### config.mk
export PLATFORM = sky130hd
export DESIGN_NAME = wide_ram_unpacker
export DESIGN_NICKNAME = d
export VERILOG_FILES = /design/src/rtl/wide_ram_unpacker.sv
export SDC_FILE = /design/constraint.sdc
export NUM_CORES = 1
export LEC_CHECK = 0
export CAP_MARGIN = 40
export CORE_MARGIN = 5
export CORE_UTILIZATION = 45
export CTS_CLUSTER_DIAMETER = 100
export DETAILED_ROUTE_END_ITERATION = 6
export PLACE_DENSITY = 0.73
export SLEW_MARGIN = 20
export SYNTH_ARGS = -nofsm -noshare
export SYNTH_HDL_FRONTEND = slang
export SYNTH_SLANG_ARGS = --single-unit
### constraint.sdc
create_clock -name clk -period 4.28 [get_ports clk]
set_clock_uncertainty 0.2 [all_clocks]
set_input_delay 0.428 -clock clk [delete_from_list [all_inputs] [get_ports clk]]
set_output_delay 0.428 -clock clk [all_outputs]
set_load 0.02 [all_outputs]
### src/rtl/wide_ram_unpacker.sv
// rtl/wide_ram_unpacker.sv - sweeps wide RAM words and emits them as narrow sub-words on a valid/ready stream
// Two-word window: one word in the shift register, one prefetched or in flight.
module wide_ram_unpacker #(
  parameter int DATA_WIDTH_A = 64,
  parameter int ADDR_WIDTH_A = 7,
  parameter int DEINTERLEAVE = 2,
  parameter int RAM_LATENCY  = 1,
  parameter int DATA_WIDTH_B = DATA_WIDTH_A / DEINTERLEAVE
) (
  input  logic                    clk,
  input  logic                    rst,
  input  logic                    start,
  input  logic [ADDR_WIDTH_A-1:0] base_addr,
  input  logic [ADDR_WIDTH_A:0]   num_words,
  output logic                    busy,
  output logic                    done,
  output logic                    ram_en,
  output logic [ADDR_WIDTH_A-1:0] ram_addr,
  input  logic [DATA_WIDTH_A-1:0] ram_dout,
  output logic [DATA_WIDTH_B-1:0] m_tdata,
  output logic                    m_tvalid,
  input  logic                    m_tready,
  output logic                    m_tlast
);

  localparam int SW = (DEINTERLEAVE > 1) ? $clog2(DEINTERLEAVE) : 1;
  localparam int CW = ADDR_WIDTH_A + 1;
  localparam logic [SW-1:0] SUB_LAST = SW'(DEINTERLEAVE - 1);

  typedef enum logic [1:0] {S_IDLE, S_RUN, S_FLUSH, S_DONE} state_t;

  state_t                  state_q, state_d;
  logic                    ram_en_q, ram_en_d;
  logic [ADDR_WIDTH_A-1:0] ram_addr_q, ram_addr_d;
  logic [CW-1:0]           rem_q, rem_d;
  logic [CW-1:0]           out_rem_q, out_rem_d;
  logic [1:0]              cnt_q, cnt_d;
  logic [RAM_LATENCY-1:0]  rv_q, rv_d;
  logic [DATA_WIDTH_A-1:0] sr_q, sr_d;
  logic                    sr_valid_q, sr_valid_d;
  logic [DATA_WIDTH_A-1:0] pf_q, pf_d;
  logic                    pf_valid_q, pf_valid_d;
  logic [SW-1:0]           sub_q, sub_d;
  logic                    done_q, done_d;

  logic hs, pop, last_hs, capture;

  assign hs      = sr_valid_q & m_tready;
  assign pop     = hs && (sub_q == SUB_LAST);
  assign last_hs = pop && (out_rem_q == CW'(1));
  assign capture = rv_q[RAM_LATENCY-1];

  always_comb begin
    state_d    = state_q;
    ram_en_d   = 1'b0;
    ram_addr_d = ram_addr_q;
    rem_d      = rem_q;
    out_rem_d  = out_rem_q;
    done_d     = 1'b0;
    sr_d       = sr_q;
    sr_valid_d = sr_valid_q;
    pf_d       = pf_q;
    pf_valid_d = pf_valid_q;
    sub_d      = sub_q;
    rv_d       = RAM_LATENCY'({rv_q, ram_en_q});

    if (pop) out_rem_d = out_rem_q - CW'(1);

    case (state_q)
      S_IDLE: begin
        if (start) begin
          if (num_words == '0) begin
            state_d = S_DONE;
          end else begin
            state_d    = S_RUN;
            ram_en_d   = 1'b1;
            ram_addr_d = base_addr;
            rem_d      = num_words - CW'(1);
            out_rem_d  = num_words;
          end
        end
      end
      S_RUN: begin
        // A read is only issued when a buffer slot is certain to be free on return.
        if (rem_q == '0) begin
          state_d = S_FLUSH;
        end else if (cnt_q != 2'd2 || pop) begin
          ram_en_d   = 1'b1;
          ram_addr_d = ram_addr_q + ADDR_WIDTH_A'(1);
          rem_d      = rem_q - CW'(1);
        end
      end
      S_FLUSH: begin
        if (last_hs) begin
          state_d = S_DONE;
          done_d  = 1'b1;
        end
      end
      S_DONE: begin
        state_d = S_IDLE;
        // Empty sweeps arrive here without a preceding done; emit it one cycle later.
        if (!done_q) done_d = 1'b1;
      end
      default: state_d = S_IDLE;
    endcase

    if (hs) begin
      sr_d  = sr_q >> DATA_WIDTH_B;
      sub_d = sub_q + SW'(1);
    end
    if (pop) begin
      sr_d       = pf_valid_q ? pf_q : '0;
      sr_valid_d = pf_valid_q;
      pf_valid_d = 1'b0;
      sub_d      = '0;
    end
    if (capture) begin
      if (!sr_valid_d) begin
        sr_d       = ram_dout;
        sr_valid_d = 1'b1;
      end else begin
        pf_d       = ram_dout;
        pf_valid_d = 1'b1;
      end
    end

    cnt_d = cnt_q + {1'b0, ram_en_d} - {1'b0, pop};
  end

  always_ff @(posedge clk) begin
    if (rst) begin
      state_q    <= S_IDLE;
      ram_en_q   <= 1'b0;
      ram_addr_q <= '0;
      rem_q      <= '0;
      out_rem_q  <= '0;
      cnt_q      <= '0;
      rv_q       <= '0;
      sr_q       <= '0;
      sr_valid_q <= 1'b0;
      pf_q       <= '0;
      pf_valid_q <= 1'b0;
      sub_q      <= '0;
      done_q     <= 1'b0;
    end else begin
      state_q    <= state_d;
      ram_en_q   <= ram_en_d;
      ram_addr_q <= ram_addr_d;
      rem_q      <= rem_d;
      out_rem_q  <= out_rem_d;
      cnt_q      <= cnt_d;
      rv_q       <= rv_d;
      sr_q       <= sr_d;
      sr_valid_q <= sr_valid_d;
      pf_q       <= pf_d;
      pf_valid_q <= pf_valid_d;
      sub_q      <= sub_d;
      done_q     <= done_d;
    end
  end

  assign busy     = (state_q == S_RUN) || (state_q == S_FLUSH) || (state_q == S_DONE && !done_q);
  assign done     = done_q;
  assign ram_en   = ram_en_q;
  assign ram_addr = ram_addr_q;
  assign m_tdata  = sr_q[DATA_WIDTH_B-1:0];
  assign m_tvalid = sr_valid_q;
  assign m_tlast  = sr_valid_q && (sub_q == SUB_LAST) && (out_rem_q == CW'(1));

endmodule
Yosys cells after proc, flatten, opt, wreduce, memory -nomap -nowiden
Cells that the tools add are included.

storage, ports and cells
  flip-flop bits (word level) = 161
  input bits = 83
  output and inout bits = 44

operators by class
  add/sub/neg operators = 7
  equal/unequal tests = 11
  muxes and demuxes = 37
  bitwise gates (word level) = 1
  reduce and logical (&&, ||, !) cells = 17

operators by type and width
  cell                 number
  $mux 64              5
  $mux 8               8
  $mux 7               4
  $sub 8x1->8 const B  3
  $logic_not 8->1      2
  $pmux 8 s2           1
  $ne 2x2->1 const B   7
  $pmux 7 s2           1
  $mux 1               11
  $eq 8x1->1 const B   1
  $mux 2               4
  $pmux 2 s4           1
  $add 7x1->7 const B  1
  $logic_and 1x1->1    5
  $reduce_and 5->1     1
  $eq 2x2->1 const B   2
  $pmux 1 s2           2
  $logic_or 1x1->1     3
  $reduce_and 3->1     1
  $add 2x1->2          1
  $eq 2x1->1 const B   1
  $logic_not 2->1      1
  $reduce_and 2->1     1
  $reduce_bool 2->1    1
  other kinds (5)      5

Depth between registers and ports, before layout
  depth in word-level cells = 8
  depth in mapped cells = 12

Least setup slack after synthesis
No wires, ideal clock.

  path kind = reg-to-reg
  start point = register state_q[1]
  end point = register rem_q[6]
  arrival = 2.701 ns
  data required time = 3.955 ns
  path slack = 1.255 ns
  cell stages (with the launch flop) = 13
  path buffers = 3
  clock period less this slack = 3.025 ns
  cell sequence = dfxtp_1 inv_1 ha_1 clkbuf_8 clkbuf_1 buf_2 mux2i_1 ha_1 nor4bb_1 o22ai_1 mux2_2 a2bb2oi_1 a31oi_1

between the ends
  cells in the longest elaborated chain, start to end = 3
  elaborated cells between the ends (all ways) = 9
  those cells by class = 5 x eq/ne; 1 x mux; 3 x reduce/logical

ends and longest elaborated chain
  element                                                           RTL line  RTL
  from (decl)                                                       32        state_t state_q, state_d;
  from (signal assigned)                                            146       state_q <= state_d;
  $eq 2x1->1 / $logic_not 2->1 (equally long branches)              69        case (state_q)
  $ne 2x2->1 (no line) / $reduce_bool 2->1 (equally long branches)  n/a
  $reduce_and 5->1 (no line)                                        n/a
  to (signal assigned)                                              149       rem_q <= rem_d;
  to (decl)                                                         35        logic [CW-1:0] rem_q, rem_d;

Several ways; a longest one is shown, not always the timed one.
A chain may end at the register's enable or synchronous reset.

Worst setup path after layout
Same ends and word-level chain as after synthesis.

==> run metrics <==
hold path cells=2; Antenna Diode Count=0; WL final=18.6 mm; grt ovf=0; htree depth=4; Max Root-Sink Buffers=2; share of flip-flops with an asynchronous set or reset=0; final worst path period share=0.743; setup tns final=0 ps; post-synthesis simple-gate area fraction=0.220; Synth Flop Type=dfxtp_1; clk sinks=161; status=finished, final reports clean; Final #Nets=1,037; Crit path largest cell delay=660 ps; Synth Area in Adders=0.0184; worst hold endpoint=pf_q[55]; CTS tree=done; PD cells=550 mW/mm²; FF-to-FF setup slack=1100 ps; FILL cells=1,507; Worst setup EP type=register; worst r2r dst=rem_q[6]; complex-gate fraction of the synthesized area=0.214; worst hold path class=register to register; largest net degree at the start of global routing=92; antenna violations before repair=0; HPWL after DPL=11.7 mm; sequential cell area fraction in the yosys report=0.431; RSZ-0062 raised after global routing=no; DRT iter0 DRCs=459; Avg Inst Size Synth=8.37 µm²; critical-path cell list=inv_1 -> ha_1 -> mux2i_1 -> ha_1 -> nor4b_1 -> o22ai_1 -> mux2_2 -> a2bb2oi_1 -> a31oi_1; Slew Limit Fails=0; Pre-antenna DRT Iters=5; Startpoint Class=register; num ports=127; Top delay family on crit path=adder cells; Die H=139 µm; max_cap viols=0; Yosys cell types=59; final hold violation count=0; vias in the first global route=6,097; post-route DRC violation count=0; core area=0.0165 mm²; Max Clk Rate=315 MHz; routed vias=6,601; post_cts resized=0; GP Congestion=0.830; DR vias/cell=5.61; crit path kind=register to register; largest family of logic cells by synthesized area=simple AND/OR/NAND/NOR gates; final setup vio count=0; area occupied by multi-input gates=0.00361 mm²; Mapped Area=0.00747 mm²; die width=139 µm; Clock Latency Late Sink=410 ps; Post-CTS Setup Inserts=0; Final min period=3180 ps; syn_nets=987; GRT Util Overall=0.188; Slew HR=0.465; highest net fanout along the worst path=20; Clock Pin Slew Worst Setup and Hold Paths=60 ps; VDD IR max=410 µV; Final ANT Viol Nets=0; number of synthesized flops with an enable pin=0; first-pass GRT wire length=30.8 mm; Reg area=0.00322 mm²; mux contribution to synthesized area=0.0141; Initial Utilization=0.454; Synth Area in XOR/XNOR=0.0141; Buf+Inv Stages, Crit Path=1; share of cells above drive strength 1=0.0764; row cnt=47; die area=0.0193 mm²; Port Buf Inserts=126; DR WL/cell=15.8 µm; Syn. warnings=0; Yosys reg bits=161; min-delay src=pf_q[55]; worst slew pin tran=802 ps; WHS=253 ps; Worst Reg-to-Reg Cells=9; Syn Inst Count=893; leakage=3.12 nW; CTS Buf Count=17; clk root buf=clkbuf_16; WP data required=4340 ps; Worst R2R Start=state_q[1]; Slowest cell on crit path=ha_1; most frequent CP cell=ha_1; CTS Hold Bufs=0; Area Overhead vs Synth=22.4%; CP arrival=3240 ps
==> cells in the final DEF (no fill, tap or decap), types with 17 or more instances in the layout <==
master	instances
dfxtp_1	160
nand2_1	148
clkdlybuf4s50_1	125
nor2_1	86
a21oi_1	76
a221oi_1	64
nor3_1	40
a211oi_1	38
nor3b_1	34
clkbuf_16	17
==> worst max-delay path by stage <==
stage / start / endpoint / cells past startpoint
finish: state_q[1] / rem_q[6] / 9
global route: state_q[1] / rem_q[6] / 9
CTS: state_q[1] / rem_q[6] / 9
detailed placement: state_q[1] / rem_q[6] / 9
global placement: state_q[1] / rem_q[6] / 9
floorplan: state_q[1] / rem_q[6] / 12
==> per-layer routing <==
metal / global-route usage / share of wire
met2: 0.301 / 0.47
met3: 0.0559 / 0.064
met1: 0.248 / 0.45
met5: 0 / 0
met4: 0.0556 / 0.014
==> per-stage QoR <==
step           setup WS, ps  std cells  cell area [µm²]   util  power [mW]
2_1_floorplan          1250        893             7470      -        3.25
3_3_place_gp           1190       1142             8540  0.519        3.60
3_5_place_dp           1100       1144             8590  0.522        3.65
4_1_cts                1090       1176             9150  0.555        5.07
5_1_grt                 827       1176             9150  0.555        5.34
6_report               1100       1176             9150  0.555        5.03
==> cell usage after synthesis, drive strengths merged, types with 2 or more instances <==
cell type	number	area, µm²
a211oi	41	323
a21oi	76	380
a221oi	64	561
a22oi	8	60.1
a31o	2	17.5
a31oi	4	25.0
and2	3	18.8
and3	2	13.8
buf	54	360
clkbuf	52	245
dfxtp	161	3220
ha	11	138
inv	14	52.6
mux2	4	45.0
mux2i	6	60.1
nand2	150	563
nand3	12	65.1
nor2	88	333
nor2b	7	43.8
nor3	40	200
nor3b	34	255
nor4	4	31.3
nor4b	2	17.5
o21ai	8	55.1
o22ai	5	37.5
o31ai	5	42.5
o32ai	3	26.3
or2	4	25.0
or3	3	18.8
or4	3	30.0
xnor2	6	52.6
xor2	6	52.6
==> cell families (layout without fill, tap and decap cells) <==
family,count (synthesis),after routing
XOR/XNOR,12,12
buffers and inverters,120,183
AND/OR/NAND/NOR,356,356
multiplexers,10,10
adder cells (fa/ha/maj),11,11
AO/OA/AOI/OAI,223,223
flip-flops,161,161
==> registers in the layout, indices dropped and copies added (netlist names) <==
register,cells
done,1
m_tvalid,1
state_q,2
sr_q,64
pf_valid_q,1
out_rem_q,8
rem_q,8
ram_en,1
cnt_q,2
ram_addr,7
sub_q,1
capture,1
pf_q,64
==> power by group <==
| part | internal (mW) | total (mW) | leakage (nW) | switching (mW) |
|---|---|---|---|---|
| sequential | 1.73 | 1.89 | 1.31 | 0.163 |
| clock | 0.782 | 1.41 | 0.272 | 0.628 |
| combinational | 0.791 | 1.74 | 1.54 | 0.946 |
==> area by class of cell <==
type | count | share of cell area
Multi-Input combinational cell | 612 | 0.395
Sequential cell | 161 | 0.353
Timing Repair Buffer | 137 | 0.156
Clock buffer | 19 | 0.0495
Tap cell | 220 | 0.0301
Clock inverter | 13 | 0.0112
Inverter | 14 | 0.00575
==> tightest hold or removal path, cell delays in order, from the launching register on <==
cell and delay, ps:
dfxtp_1 310, nand2_1 50, a21oi_1 50
(Power assumes the default switching activity.)
